==> src/rtl/mul_share_ctrl.sv <==
// mul_share_ctrl: shares one pipelined 8x8 multiplier among NREQ requesters.
// Requests are granted round-robin. Each accepted operation is issued with a
// one-cycle mul_dov strobe, and its requester ID is pushed into an in-order
// tag FIFO. Every mul_done pops one tag and returns the product as a one-cycle
// response to the requester that owns that tag.
module mul_share_ctrl #(
    parameter int NREQ  = 4,
    parameter int DEPTH = 8,
    parameter int CW    = $clog2(DEPTH + 1)
) (
    input  logic                 clk,
    input  logic                 reset,
    input  logic [NREQ-1:0]      req_valid,
    input  logic [NREQ*8-1:0]    req_a,
    input  logic [NREQ*8-1:0]    req_b,
    output logic [NREQ-1:0]      req_ready,
    output logic [7:0]           mul_a,
    output logic [7:0]           mul_b,
    output logic                 mul_dov,
    input  logic [15:0]          mul_result,
    input  logic                 mul_done,
    output logic [NREQ-1:0]      rsp_valid,
    output logic [15:0]          rsp_result,
    output logic [CW-1:0]        inflight,
    output logic                 busy,
    output logic                 err_stray
);

    localparam int GW = $clog2(NREQ);
    localparam int PW = $clog2(DEPTH);

    // Isolates the lowest set bit (two's-complement trick).
    function automatic logic [NREQ-1:0] pick_lowest(input logic [NREQ-1:0] v);
        return v & (~v + NREQ'(1));
    endfunction

    // Converts a one-hot (or all-zero) vector to a binary index.
    function automatic logic [GW-1:0] encode_oh(input logic [NREQ-1:0] oh);
        logic [GW-1:0] idx;
        idx = '0;
        for (int i = 0; i < NREQ; i++) begin
            idx = idx | (oh[i] ? GW'(i) : GW'(0));
        end
        return idx;
    endfunction

    // Converts a binary requester index to a one-hot vector.
    function automatic logic [NREQ-1:0] decode_oh(input logic [GW-1:0] idx);
        return NREQ'(1) << idx;
    endfunction

    // Registered state
    logic [GW-1:0]   last_grant_q, last_grant_d;
    logic [7:0]      mul_a_q, mul_a_d;
    logic [7:0]      mul_b_q, mul_b_d;
    logic            mul_dov_q, mul_dov_d;
    logic [NREQ-1:0] rsp_valid_q, rsp_valid_d;
    logic [15:0]     rsp_result_q, rsp_result_d;
    logic [CW-1:0]   inflight_q, inflight_d;
    logic            busy_q, busy_d;
    logic            err_stray_q, err_stray_d;
    logic [PW-1:0]   wr_ptr_q, wr_ptr_d;
    logic [PW-1:0]   rd_ptr_q, rd_ptr_d;
    logic [GW-1:0]   tag_mem_q [DEPTH];
    logic [GW-1:0]   tag_mem_d [DEPTH];

    // Arbitration and datapath helpers
    logic            full_s;
    logic [NREQ-1:0] mask_hi_s;
    logic [NREQ-1:0] cand_hi_s;
    logic [NREQ-1:0] grant_s;
    logic [GW-1:0]   grant_idx_s;
    logic            accept_s;
    logic            pop_s;
    logic            stray_s;
    logic [7:0]      sel_a_s;
    logic [7:0]      sel_b_s;

    // Round-robin grant: prefer requesters above last_grant, else wrap to the lowest.
    always_comb begin
        full_s    = (inflight_q == CW'(DEPTH));
        mask_hi_s = '0;
        for (int i = 0; i < NREQ; i++) begin
            mask_hi_s[i] = (i > int'(last_grant_q));
        end
        cand_hi_s = req_valid & mask_hi_s;
        if (!reset || full_s) begin
            grant_s = '0;
        end else if (cand_hi_s != '0) begin
            grant_s = pick_lowest(cand_hi_s);
        end else begin
            grant_s = pick_lowest(req_valid);
        end
        grant_idx_s = encode_oh(grant_s);
        accept_s    = (grant_s != '0);
        sel_a_s     = req_a[int'(grant_idx_s) * 8 +: 8];
        sel_b_s     = req_b[int'(grant_idx_s) * 8 +: 8];
    end

    // Next-state: issue, tag FIFO push/pop, in-flight count and responses.
    always_comb begin
        pop_s   = mul_done && (inflight_q != '0);
        stray_s = mul_done && (inflight_q == '0);

        mul_dov_d    = accept_s;
        mul_a_d      = accept_s ? sel_a_s : mul_a_q;
        mul_b_d      = accept_s ? sel_b_s : mul_b_q;
        last_grant_d = accept_s ? grant_idx_s : last_grant_q;

        for (int i = 0; i < DEPTH; i++) begin
            tag_mem_d[i] = tag_mem_q[i];
        end
        if (accept_s) begin
            tag_mem_d[wr_ptr_q] = grant_idx_s;
            wr_ptr_d            = wr_ptr_q + PW'(1);
        end else begin
            wr_ptr_d = wr_ptr_q;
        end

        if (pop_s) begin
            rd_ptr_d     = rd_ptr_q + PW'(1);
            rsp_valid_d  = decode_oh(tag_mem_q[rd_ptr_q]);
            rsp_result_d = mul_result;
        end else begin
            rd_ptr_d     = rd_ptr_q;
            rsp_valid_d  = '0;
            rsp_result_d = rsp_result_q;
        end

        case ({accept_s, pop_s})
            2'b10:   inflight_d = inflight_q + CW'(1);
            2'b01:   inflight_d = inflight_q - CW'(1);
            default: inflight_d = inflight_q;
        endcase

        busy_d      = (inflight_d != '0) || mul_dov_d;
        err_stray_d = err_stray_q || stray_s;
    end

    // State registers with asynchronous active-low reset.
    always_ff @(posedge clk or negedge reset) begin
        if (!reset) begin
            last_grant_q <= GW'(NREQ - 1);
            mul_a_q      <= 8'h00;
            mul_b_q      <= 8'h00;
            mul_dov_q    <= 1'b0;
            rsp_valid_q  <= '0;
            rsp_result_q <= 16'h0000;
            inflight_q   <= '0;
            busy_q       <= 1'b0;
            err_stray_q  <= 1'b0;
            wr_ptr_q     <= '0;
            rd_ptr_q     <= '0;
            for (int i = 0; i < DEPTH; i++) begin
                tag_mem_q[i] <= '0;
            end
        end else begin
            last_grant_q <= last_grant_d;
            mul_a_q      <= mul_a_d;
            mul_b_q      <= mul_b_d;
            mul_dov_q    <= mul_dov_d;
            rsp_valid_q  <= rsp_valid_d;
            rsp_result_q <= rsp_result_d;
            inflight_q   <= inflight_d;
            busy_q       <= busy_d;
            err_stray_q  <= err_stray_d;
            wr_ptr_q     <= wr_ptr_d;
            rd_ptr_q     <= rd_ptr_d;
            for (int i = 0; i < DEPTH; i++) begin
                tag_mem_q[i] <= tag_mem_d[i];
            end
        end
    end

    assign req_ready  = grant_s;
    assign mul_a      = mul_a_q;
    assign mul_b      = mul_b_q;
    assign mul_dov    = mul_dov_q;
    assign rsp_valid  = rsp_valid_q;
    assign rsp_result = rsp_result_q;
    assign inflight   = inflight_q;
    assign busy       = busy_q;
    assign err_stray  = err_stray_q;

endmodule

==> config.mk <==
export PLATFORM = sky130hd
export DESIGN_NAME = mul_share_ctrl
export DESIGN_NICKNAME = d
export VERILOG_FILES = /design/src/rtl/mul_share_ctrl.sv
export SDC_FILE = /design/constraint.sdc
export NUM_CORES = 1
export LEC_CHECK = 0
export ABC_AREA = 1
export BUFFER_PORTS_ARGS = -buffer_cell sky130_fd_sc_hd__buf_2
export CAP_MARGIN = 20
export CORE_MARGIN = 2
export CORE_UTILIZATION = 40
export DETAILED_ROUTE_END_ITERATION = 8
export PLACE_DENSITY_LB_ADDON = 0.15
export SYNTH_ARGS = -nofsm -noshare
export SYNTH_HDL_FRONTEND = slang
export SYNTH_SLANG_ARGS = --single-unit
==> constraint.sdc <==
create_clock -name clk -period 3.4 [get_ports clk]
set_input_delay 0.34 -clock clk [delete_from_list [all_inputs] [get_ports clk]]
set_output_delay 0.34 -clock clk [all_outputs]
set_load 0.02 [all_outputs]
==> results.sh <==
export IMPL_crit_path_top_delay_cell="dfstp_2"
export IMPL_top_level_ports=134
export IMPL_cts_buffers=9
export IMPL_cts_tree="built"
export IMPL_syn_area_um2=3750
export IMPL_critPathCaptureType="flip-flop"
export IMPL_yosysWarnings=0
export IMPL_clock_latency_ns=0.34
export IMPL_peakVddDrop_mv=0.487
export IMPL_clockBufferDepth=2
export IMPL_num_antenna_cells=0
export IMPL_final_common_cell="nand2_1"
export IMPL_arrival_ns=3.25
export IMPL_synth_distinct_cells=30
export IMPL_holdPathEnd="rsp_result[13]$_DFFE_PN0P_"
export IMPL_r2r_cells=19
export IMPL_hold_path_class="in2reg"
export IMPL_crit_type="reg2reg"
export IMPL_fp_row_count=35
export IMPL_ys_ff_latch=67
export IMPL_max_stage_delay_ns=0.53
export IMPL_antenna_found_initial=0
export IMPL_vias=3595
export IMPL_tightest_slew_ns=0.846
export IMPL_initialDrtViolationCount=159
export IMPL_first_pass_iters=4
export IMPL_hold_violations=0
export IMPL_p_per_area_nw_per_um2=901
export IMPL_grt_max_degree=68
export IMPL_io_buffers=133
export IMPL_die_y_um=101
export IMPL_synth_edff_count=0
export IMPL_ctsResizeCount=0
export IMPL_wl_per_cell_um=11.7
export IMPL_final_setup_tns_ns=0
export IMPL_syn_area_per_cell_um2=6.96
export IMPL_syn_nets=630
export IMPL_start_kind="flip-flop"
export IMPL_design_core_area_um2=9150
export IMPL_cts_sinks=67
export IMPL_dp_hpwl_um=6720
export IMPL_holdWs_ns=0.195
export IMPL_post_cts_buffers=0
export IMPL_syn_to_final_growth_pct=26.8
export IMPL_grt_pass1_wl_um=15500
export IMPL_cp_max_fo=19
export IMPL_viasPerCell=4.57
export IMPL_path_cells="inv_1 > nand3_2 > nand2_1 > nand3b_4 > nand2_4 > inv_4 > nand2_4 > inv_4 > ha_1 > nand2_1 > inv_1 > nor2_1 > ha_1 > a21oi_1 > xor2_1 > nand2_1 > o21ai_0 > nor3_1 > nand3_1"
export IMPL_dpl_cell_area_um2=4510
export IMPL_finalCritPeriodShare=0.892
export IMPL_required_ns=3.62
export IMPL_finalMaxSlewViolations=0
export IMPL_netlist_instances=538
export IMPL_layout_common_cells="nand2_1 (213), buf_2 (133), inv_1 (86)"
export IMPL_drtAntennaViolNets=0
export IMPL_gp_congestion=0.825
export IMPL_fin_area_um2=4750
export IMPL_fmax_ghz=0.330
export IMPL_r2r_setup_slack_ns=0.37
export IMPL_htreeDepth=3
export IMPL_cts_root_buf="clkbuf_8"
export IMPL_start_util=0.409
export IMPL_ys_seq_area_frac=0.448
export IMPL_dieArea_um2=10200
export IMPL_r2r_start="last_grant_q[1]$_DFFE_PN1P_"
export IMPL_min_period_ns=3.03
export IMPL_finalSetupViolCount=0
export IMPL_min_from="mul_result[13]"
export IMPL_drive_gt1_frac=0.256
export IMPL_path_clk_slew_ns=0.08
export IMPL_grt_pass1_vias=3503
export IMPL_reg2reg_to="busy$_DFF_PN0_"
export IMPL_status="complete, no violations"
export IMPL_fin_skew_ns=0.00973
export IMPL_rsz0062_at_grt="false"
export IMPL_cts_hold_buf=0
export IMPL_synthFlopType="dfrtp_1"
export IMPL_nets=762
export IMPL_drv_cap=0
export IMPL_drc_errors=0
export IMPL_crit_top_cell="nand2_1"
export IMPL_die_w_um=101
export IMPL_synthArstFlopShare=1.00
export IMPL_p_leak_uw=0.00287
export IMPL_wl_um=9170
export IMPL_min_delay_path_depth=3
export IMPL_overflow=0
export IMPL_grt_use_total=0.189
export IMPL_slew_headroom=0.436
==> how the worst max path moves through the flow <==
stage	from	end	slack, ns	depth (start not counted)
after global routing	inflight[1]$_DFF_PN0_	busy$_DFF_PN0_	0.08	20
after global placement	last_grant_q[1]$_DFFE_PN1P_	busy$_DFF_PN0_	0.59	19
after CTS	last_grant_q[1]$_DFFE_PN1P_	busy$_DFF_PN0_	0.38	19
after detailed placement	last_grant_q[1]$_DFFE_PN1P_	busy$_DFF_PN0_	0.40	19
after floorplan	last_grant_q[1]$_DFFE_PN1P_	busy$_DFF_PN0_	0.58	19
final	last_grant_q[1]$_DFFE_PN1P_	busy$_DFF_PN0_	0.37	19
==> area by class of cell <==
cell class	count	area [um2]
Clock buffer	11	141
Clock inverter	5	100
Fill cell	927	4400
Inverter	90	343
Multi-Input combinational cell	363	1640
Sequential cell	67	1680
Tap cell	111	139
Timing Repair Buffer	139	711
==> critical path, delay by kind of cell, from the launching register on <==
kind | cells | cell delay (ns)
xor gates and xnor gates | 1 | 0.19
and+or+nand+nor | 10 | 1.31
AOI/OAI and AO/OA | 2 | 0.18
DFF | 1 | 0.53
adders and majority gates | 2 | 0.42
buffers and inverters | 4 | 0.28
==> cell families after synthesis <==
group | synth area share
compound gates | 0.0728
xor+xnor | 0.0164
fa+ha+maj | 0.0167
buf+inv | 0.115
flops | 0.448
simple gates | 0.331
==> layer usage <==
metal	vias to the layer above	routed length [um]	track usage
li1	1892	-	-
met1	1593	4280	0.240
met2	100	4350	0.321
met3	10	439	0.0409
met4	0	104	0.0590
met5	-	0	0
==> synth_stat cells, types with 7 or more instances <==
library cell	instances	area, um2
a21oi_1	17	85.1
inv_1	86	323
nand2_2	9	56.3
o21ai_0	14	70.1
nand3_1	38	190
clkbuf_1	7	26.3
nand2_1	213	800
dfrtp_1	65	1630
buf_2	8	40.0
nor2_1	29	109
o21ai_1	17	85.1
==> flip-flops by register name, summed over array words and instances (netlist names) <==
name / cells
rsp_result: 16
inflight: 4
err_stray: 1
busy: 1
wr_ptr_q: 3
rd_ptr_q: 3
last_grant_q: 2
rsp_valid: 4
mul_dov: 1
mul_b: 8
tag_mem_q: 16
mul_a: 8
==> stage by stage <==
| stage | power [uW] | utilization | setup WS (ns) | cells |
|---|---|---|---|---|
| after floorplan | 2900 | - | 0.578 | 538 |
| after global placement | 3450 | 0.492 | 0.590 | 770 |
| after detailed placement | 3490 | 0.492 | 0.397 | 770 |
| after CTS | 4320 | 0.519 | 0.382 | 786 |
| after global routing | 4690 | 0.519 | 0.0796 | 786 |
| final | 4280 | 0.519 | 0.368 | 786 |
==> power by group <==
group	total, uW	internal [uW]	switching, uW
logic	2110	706	1400
clock network	804	505	298
registers	1360	1150	219
total	4280	2360	1920
No activity file was read; power rests on OpenSTA's default activity.
